<file path="src/rtl/mips_cpu_sequencer_if.sv">
// rtl/mips_cpu_sequencer_if.sv - datapath status in, sequencer state and control out
interface mips_cpu_sequencer_if #(
  parameter int COUNT_W = 32
);
  logic [2:0]         exec_cycles;
  logic               mem_access;
  logic               waitrequest;
  logic               muldiv_wait;
  logic               muldiv_busy;
  logic               branch_taken;
  logic               target_zero;
  logic [2:0]         state;
  logic               exec_last;
  logic               stall;
  logic               active;
  logic               pc_use_target;
  logic               in_delay_slot;
  logic               retire;
  logic [COUNT_W-1:0] instr_count;

  modport master (
    output exec_cycles, mem_access, waitrequest, muldiv_wait, muldiv_busy,
           branch_taken, target_zero,
    input  state, exec_last, stall, active, pc_use_target, in_delay_slot,
           retire, instr_count
  );

  modport slave (
    input  exec_cycles, mem_access, waitrequest, muldiv_wait, muldiv_busy,
           branch_taken, target_zero,
    output state, exec_last, stall, active, pc_use_target, in_delay_slot,
           retire, instr_count
  );
endinterface

</file>
<file path="src/rtl/mips_cpu_sequencer.sv">
// rtl/mips_cpu_sequencer.sv - multicycle FETCH/DECODE/EXECn sequencer with stalls,
// delay-slot tracking and halt on a taken jump to address 0
module mips_cpu_sequencer #(
  parameter int EXEC_STATES = 3,
  parameter int COUNT_W     = 32
) (
  input  logic                  clk,
  input  logic                  reset,
  mips_cpu_sequencer_if.slave   bus
);
  typedef enum logic [2:0] {
    ST_HALTED = 3'd0,
    ST_FETCH  = 3'd1,
    ST_DECODE = 3'd2,
    ST_EXEC1  = 3'd3,
    ST_EXEC2  = 3'd4,
    ST_EXEC3  = 3'd5,
    ST_EXEC4  = 3'd6,
    ST_EXEC5  = 3'd7
  } state_t;

  localparam logic [2:0] MAX_EXEC = 3'(EXEC_STATES);

  state_t             state_q, state_d;
  logic [2:0]         cnt_q;
  logic               redirect_q;
  logic               halt_pend_q;
  logic               delay_q;
  logic [COUNT_W-1:0] count_q;

  logic               in_exec;
  logic [2:0]         exec_idx;
  logic               is_last;
  logic               stall_c;
  logic               retire_c;
  logic [2:0]         ec_clamped;

  always_comb begin
    in_exec    = (state_q >= ST_EXEC1);
    exec_idx   = 3'(state_q) - 3'd2;
    is_last    = in_exec && (exec_idx == cnt_q);
    stall_c    = ((state_q == ST_FETCH) && bus.waitrequest) ||
                 (in_exec && ((bus.mem_access && bus.waitrequest) ||
                              (bus.muldiv_wait && bus.muldiv_busy)));
    retire_c   = is_last && !stall_c;
    ec_clamped = bus.exec_cycles;
    if (bus.exec_cycles == 3'd0)
      ec_clamped = 3'd1;
    else if (bus.exec_cycles > MAX_EXEC)
      ec_clamped = MAX_EXEC;
  end

  always_comb begin
    state_d = state_q;
    case (state_q)
      ST_HALTED: state_d = ST_HALTED;
      ST_FETCH:  if (!bus.waitrequest) state_d = ST_DECODE;
      ST_DECODE: state_d = ST_EXEC1;
      default: begin
        if (!stall_c) begin
          if (!is_last)
            state_d = state_t'(3'(state_q) + 3'd1);
          else if (delay_q && halt_pend_q)
            state_d = ST_HALTED;
          else
            state_d = ST_FETCH;
        end
      end
    endcase
  end

  always_ff @(posedge clk) begin
    if (reset) begin
      state_q     <= ST_FETCH;
      cnt_q       <= 3'd0;
      redirect_q  <= 1'b0;
      halt_pend_q <= 1'b0;
      delay_q     <= 1'b0;
      count_q     <= '0;
    end else begin
      state_q <= state_d;
      if (state_q == ST_DECODE)
        cnt_q <= ec_clamped;
      if ((state_q == ST_FETCH) && !bus.waitrequest)
        redirect_q <= 1'b0;
      // Branches are only honoured outside a delay slot; the slot's retire closes it.
      if (retire_c) begin
        count_q <= count_q + 1'b1;
        if (delay_q) begin
          delay_q     <= 1'b0;
          halt_pend_q <= 1'b0;
        end else if (bus.branch_taken) begin
          redirect_q  <= 1'b1;
          delay_q     <= 1'b1;
          halt_pend_q <= bus.target_zero;
        end
      end
    end
  end

  assign bus.state         = 3'(state_q);
  assign bus.exec_last     = is_last;
  assign bus.stall         = stall_c;
  assign bus.active        = (state_q != ST_HALTED);
  assign bus.pc_use_target = (state_q == ST_FETCH) && redirect_q;
  assign bus.in_delay_slot = delay_q;
  assign bus.retire        = retire_c;
  assign bus.instr_count   = count_q;
endmodule

</file>
<file path="src/flat_wrapper.sv">
// flat-port wrapper written by rule: the top's interface ports become plain ports
module mips_cpu_sequencer_flat 
#(
  parameter int EXEC_STATES = 3,
  parameter int COUNT_W     = 32
)
  (clk, reset, bus_exec_cycles, bus_mem_access, bus_waitrequest, bus_muldiv_wait, bus_muldiv_busy, bus_branch_taken, bus_target_zero, bus_state, bus_exec_last, bus_stall, bus_active, bus_pc_use_target, bus_in_delay_slot, bus_retire, bus_instr_count);
  mips_cpu_sequencer_if #(.COUNT_W(COUNT_W)) bus_i ();
  input  logic clk;
  input  logic reset;
  input wire logic [$bits(bus_i.exec_cycles)-1:0] bus_exec_cycles;
  input wire logic [$bits(bus_i.mem_access)-1:0] bus_mem_access;
  input wire logic [$bits(bus_i.waitrequest)-1:0] bus_waitrequest;
  input wire logic [$bits(bus_i.muldiv_wait)-1:0] bus_muldiv_wait;
  input wire logic [$bits(bus_i.muldiv_busy)-1:0] bus_muldiv_busy;
  input wire logic [$bits(bus_i.branch_taken)-1:0] bus_branch_taken;
  input wire logic [$bits(bus_i.target_zero)-1:0] bus_target_zero;
  output wire logic [$bits(bus_i.state)-1:0] bus_state;
  output wire logic [$bits(bus_i.exec_last)-1:0] bus_exec_last;
  output wire logic [$bits(bus_i.stall)-1:0] bus_stall;
  output wire logic [$bits(bus_i.active)-1:0] bus_active;
  output wire logic [$bits(bus_i.pc_use_target)-1:0] bus_pc_use_target;
  output wire logic [$bits(bus_i.in_delay_slot)-1:0] bus_in_delay_slot;
  output wire logic [$bits(bus_i.retire)-1:0] bus_retire;
  output wire logic [$bits(bus_i.instr_count)-1:0] bus_instr_count;
  assign bus_i.exec_cycles = bus_exec_cycles;
  assign bus_i.mem_access = bus_mem_access;
  assign bus_i.waitrequest = bus_waitrequest;
  assign bus_i.muldiv_wait = bus_muldiv_wait;
  assign bus_i.muldiv_busy = bus_muldiv_busy;
  assign bus_i.branch_taken = bus_branch_taken;
  assign bus_i.target_zero = bus_target_zero;
  assign bus_state = bus_i.state;
  assign bus_exec_last = bus_i.exec_last;
  assign bus_stall = bus_i.stall;
  assign bus_active = bus_i.active;
  assign bus_pc_use_target = bus_i.pc_use_target;
  assign bus_in_delay_slot = bus_i.in_delay_slot;
  assign bus_retire = bus_i.retire;
  assign bus_instr_count = bus_i.instr_count;
  mips_cpu_sequencer #(.EXEC_STATES(EXEC_STATES), .COUNT_W(COUNT_W)) u_core (.clk(clk), .reset(reset), .bus(bus_i));
endmodule
</file>
<file path="config.mk">
export PLATFORM = sky130hd
export DESIGN_NAME = mips_cpu_sequencer_flat
export DESIGN_NICKNAME = d
export VERILOG_FILES = /design/src/rtl/mips_cpu_sequencer_if.sv /design/src/rtl/mips_cpu_sequencer.sv /design/src/flat_wrapper.sv
export SDC_FILE = /design/constraint.sdc
export NUM_CORES = 1
export LEC_CHECK = 0
export BUFFER_PORTS_ARGS = -buffer_cell sky130_fd_sc_hd__buf_2
export CAP_MARGIN = 30
export CELL_PAD_IN_SITES_DETAIL_PLACEMENT = 1
export CELL_PAD_IN_SITES_GLOBAL_PLACEMENT = 1
export CORE_MARGIN = 5
export CORE_UTILIZATION = 38
export DETAILED_ROUTE_END_ITERATION = 12
export GPL_ROUTABILITY_DRIVEN = 0
export PLACE_DENSITY = 0.85
export SYNTH_ARGS = -nofsm -noshare
export SYNTH_HDL_FRONTEND = slang
export SYNTH_SLANG_ARGS = --single-unit
</file>
<file path="constraint.sdc">
create_clock -name clk -period 2.6 [get_ports clk]
set_input_delay 0.13 -clock clk [delete_from_list [all_inputs] [get_ports clk]]
set_output_delay 0.13 -clock clk [all_outputs]
set_load 0.05 [all_outputs]
</file>
Word-level counts from Yosys, hierarchy flattened
Index checks and enable logic that the tools add are counted.

Bits of input ports: 11. Output and inout bits: 41. Register bits after elaboration: 41. Word-level logic and storage cells: 50.

$lt $le $gt $ge: 2. Mux-type cells: 15. Add/subtract/negate cells: 3. Equality and inequality tests: 5. Reductions and logical operators: 19.

Operator list (number): 32-bit by 1-bit adder with 32-bit output, second input constant (1); 3-bit 2-to-1 mux (5); 1-bit logical AND (9); 1-bit 2-to-1 mux (9); 3-bit case mux with 3 select lines (1); 3-bit zero test (2); 4-bit by 1-bit inequality test with 1-bit output, second input constant (1); 2-bit AND reduction (2); 3-bit by 1-bit adder with 3-bit output, second input constant (1); 3-bit by 1-bit == test with 1-bit output, second input constant (1); 3-bit by 2-bit == test with 1-bit output, second input constant (1); 3-bit == test (1); 3-bit by 2-bit greater-or-equal comparator with 1-bit output, second input constant (1); 3-bit by 2-bit > comparator with 1-bit output, second input constant (1); 3-bit nonzero test (1); 3-bit by 2-bit subtractor with 3-bit output, second input constant (1); 1-bit zero test (2); 1-bit logical OR (2); 2-bit inequality test, second input constant (1); 2-bit nonzero test (1).

Logic depth before layout (Yosys ltp)
Depth after elaboration: 7. Depth in mapped cells: 10. Mapped depth without buffers: 8.

Worst setup path after synthesis
No wires, ideal clock.

Path type: reg2reg. Start: register u_core.state_q[2] (netlist: u_core.bus.state[2]). End: register u_core.count_q[16] (netlist: u_core.bus.instr_count[16]). Buffers on the path: 2. Arrival time: 2687 ps. Library setup time: 70 ps. Setup slack: -158 ps. Cell stages (with the launch flop): 10. Data required time: 2530 ps. Clock period less this slack: 2758 ps. Cell sequence: dfxtp_1 buf_4 inv_1 ha_1 xnor2_1 nand4_1 or3_1 buf_2 or4_1 a21oi_1.

Longest elaborated chain between the ends: 5. Elaborated cells on any way between the ends: 10. Classes of those cells: add/sub: 1; order compare: 1; eq/ne: 2; reduce/logical: 6.

RTL lines: start, declared (RTL line mips_cpu_sequencer.sv:24) `state_t state_q, state_d;`; start signal, assigned (RTL line mips_cpu_sequencer.sv:81) `state_q <= state_d;`; parallel branches: the longest is 4 deep, another holds 3-bit by 2-bit subtractor with 3-bit output; 1-bit logical AND * (RTL line mips_cpu_sequencer.sv:45) `retire_c = is_last && !stall_c;`; end signal, assigned (RTL line mips_cpu_sequencer.sv:88) `count_q <= count_q + 1'b1;`; end, declared (RTL line mips_cpu_sequencer.sv:29) `logic [COUNT_W-1:0] count_q;`.

Every way passes the cells marked *. A chain may end at the register's enable or synchronous reset.

Worst setup path in the final report
Start: register u_core.state_q[1] (netlist: u_core.bus.state[1]). End: register u_core.count_q[18] (netlist: u_core.bus.instr_count[18]).

The elaborated chain is that of the path after synthesis.

==> run summary <==
Yosys top cell by area -> dfxtp_1
Layout Nets -> 343
CP max FO -> 6
TritonCTS clock tree -> done
Hold Violations, Final -> 0
Hold/Removal Path Class -> in -> reg
Power Density -> 731 nW/um2
Synth top area cells -> dfxtp_1, xnor2_1, a21oi_1
Post-Synth XOR/XNOR Area -> 6.09%
Clock Skews -> 0.00665 ns
Worst setup path class -> reg -> reg
Post-DP HPWL -> 4.74 mm
Initial antenna violation count -> 0
Final setup viols -> 0
Multi-input gate area -> 1270 um2
Mapped Nets -> 289
Post-synthesis mux area share -> 0.522%
Initial Util -> 39.2%
Drt first-iter violations -> 109
Critical Path, Cell by Cell -> inv_1, ha_1, nand3b_1, nand4_1, buf_4, nor3_1, a21oi_1, a31o_2
Via count -> 2266
Die area -> 7290 um2
Worst slack at placement -> 0.118 ns
Worst-Margin Slew -> 0.674 ns
Final wirelength -> 6.45 mm
Compound-Gate Fraction of Synth Area -> 15.3%
Setup WS post-layout -> 0.179 ns
Simple-Gate Fraction of Synth Area -> 32.1%
Largest net degree at the start of global routing -> 23
Htree depth -> 2
Final ANT Viol Nets -> 0
Commonest cells in the synthesized netlist -> dfxtp_1, nand2_1, nor2_1, a21oi_1
Post-synth ARST share -> 0%
Storage element area -> 825 um2
Fin util -> 48.2%
Worst path top cell family by delay -> simple AND/OR/NAND/NOR gates
Clk Latency, worst-skew pair -> 0.30 ns
Clock Tree Buf Depth -> 2
Core Box Area -> 5510 um2
Clock sink count -> 41
Die width -> 85.4 um
CTS buffer count -> 5
YS warnings -> 0
Critical Path Max Stage Delay -> 0.49 ns
Library cells used by synthesis -> 42
Setup_tns -> 0 ns
Register area share after synthesis -> 38.0%
Mapped Area -> 2160 um2
Worst path slowest cell -> nor3_1
Leakage -> 1.01 nW
Crit end category -> flop
Wire per inst -> 16.2 um
Post-synthesis area per instance -> 7.96 um2
Maxcap violations -> 0
Vias in the first global route -> 2218
Fin crit share -> 93.1%
Hold Slack -> 0.0715 ns
PortBufs -> 51
Filler cells -> 703
Rel. slew slack -> 54.6%
Main synth FF type -> dfxtp_1
Post-layout minimum cycle time -> 2.42 ns
DRC violations left -> 0
Tot GR Track Use -> 17.6%
Clock slew at reported path FFs -> 0.08 ns
Syn Inst Count -> 271
# diodes -> 0
Final Slew Violations -> 0
Post-synth EDFFs -> 0
Root buf cell -> clkbuf_8
Fmax -> 413 MHz
Pre-antenna DRT Iters -> 4
Startpoint Class -> flop
Die height -> 85.4 um
Post-CTS Hold Buffers -> 0
Number of buffers and inverters on the critical path -> 2
Status -> finished, final reports clean
Synthesized flop and latch total -> 41
Synth Area in Adders -> 4.06%
Drt via density -> 5.69
Area Overhead vs Synth -> 22.9%
Std cell rows -> 27
Peak VDD IR -> 0.456 mV
RSZ-0062 raised after global routing -> false
Required @ worst endpoint -> 2.80 ns
Global-route wire length before repair -> 10.6 mm
GRT Residual Overflow -> 0
CP arrival -> 2.62 ns
Largest family of logic cells by synthesized area -> simple AND/OR/NAND/NOR gates
Post-synth top area share -> 38.0%
Layout cells sized above 1 -> 23.9%
I/O pins -> 52
Count leader, synth -> dfxtp_1
-- cells by family (layout without fill, tap and decap cells) --
family          count (synthesis)  count (layout)
fa+ha+maj                       7               7
xor+xnor                       15              15
flops                          41              41
compound gates                 55              55
mux                             1               1
buf+inv                        21              76
simple gates                  131             131
-- layout make-up --
type                            count  area share (%)
Tap cell                           72            3.40
Timing Repair Buffer               59            12.0
Sequential cell                    41            31.1
Clock buffer                        7            3.25
Inverter                            9            1.27
Multi-Input combinational cell    209            47.9
Clock inverter                      1            1.13
-- routing by layer --
layer | track usage, % | wire (um) | vias up
met5 | 0 | 0 | -
met4 | 4.03 | 58 | 0
met2 | 31.4 | 3370 | 65
met3 | 3.79 | 305 | 5
li1 | - | - | 1095
met1 | 21.4 | 2710 | 1101
-- power by group --
| group | total (mW) | internal (mW) | switching (mW) |
|---|---|---|---|
| registers | 0.704 | 0.661 | 0.0433 |
| logic | 0.684 | 0.229 | 0.455 |
| clock network | 0.550 | 0.314 | 0.236 |
| total | 1.94 | 1.20 | 0.735 |
-- state kept, by name (all words and copies together), names as in the netlist --
| register | count |
|---|---|
| u_core.halt_pend_q | 1 |
| u_core.cnt_q | 3 |
| u_core.redirect_q | 1 |
| u_core.bus.instr_count | 32 |
| u_core.bus.in_delay_slot | 1 |
| u_core.bus.state | 3 |
-- worst paths after layout --
kind | start | endpoint | slack, ns | cells past startpoint
min | bus_exec_cycles[0] | u_core.cnt_q[0]$_SDFFE_PP0P_ | 0.07 | 3
max | u_core.bus.state[1]$_SDFFE_PP0P_ | u_core.bus.instr_count[18]$_SDFFE_PP0P_ | 0.18 | 8
min reg2reg | u_core.redirect_q$_SDFF_PP0_ | u_core.redirect_q$_SDFF_PP0_ | 0.50 | 2
max reg2reg | u_core.bus.state[1]$_SDFFE_PP0P_ | u_core.bus.instr_count[18]$_SDFFE_PP0P_ | 0.18 | 8
-- worst reg2reg max path: cells and delay by family, from the launching register on --
family	cells	cell delay (ns)
DFF	1	0.40
adders and majority gates	1	0.25
buffers and inverters	2	0.32
AOI/OAI and AO/OA	2	0.36
and+or+nand+nor	3	0.99
-- cells in the final DEF, fill, tap and decap left out, types with 2 or more instances in the layout --
master | netlist | layout
buf_2 | 2 | 50
dfxtp_1 | 41 | 38
nor2_1 | 26 | 26
nand2_1 | 26 | 25
a21oi_1 | 22 | 22
o21ai_0 | 13 | 13
nand3_1 | 13 | 13
or3_1 | 13 | 13
xnor2_1 | 13 | 12
inv_1 | 9 | 9
nand4_1 | 9 | 9
nor4_1 | 10 | 9
nor3_1 | 8 | 8
buf_4 | 1 | 8
ha_1 | 7 | 7
clkbuf_8 | 0 | 6
o31ai_1 | 5 | 5
or4_1 | 5 | 5
nand3b_1 | 3 | 3
and4_1 | 3 | 3
a211oi_1 | 3 | 3
and3_1 | 3 | 3
nor2b_1 | 3 | 3
dfxtp_2 | 0 | 3
o22ai_1 | 2 | 2
xor2_1 | 2 | 2
or2_2 | 2 | 2
a221oi_1 | 2 | 2
nand4b_1 | 2 | 2
-- repair_timing --
| item | 4_1_cts | 5_1_grt |
|---|---|---|
| resized for setup | 1 | 4 |
| buffers inserted | 0 | 2 |
| endpoints found under the setup margin | 1 | 7 |
| pin swaps | 0 | 1 |
-- per-stage QoR --
step | std cells | cell area [um2] | total power, mW
4_1_cts | 396 | 2620 | 1.92
2_1_floorplan | 271 | 2160 | 1.21
5_1_grt | 398 | 2650 | 2.06
3_5_place_dp | 388 | 2500 | 1.38
3_3_place_gp | 388 | 2500 | 1.35
6_report | 398 | 2650 | 1.94
Power figures use the tool's default switching activity.
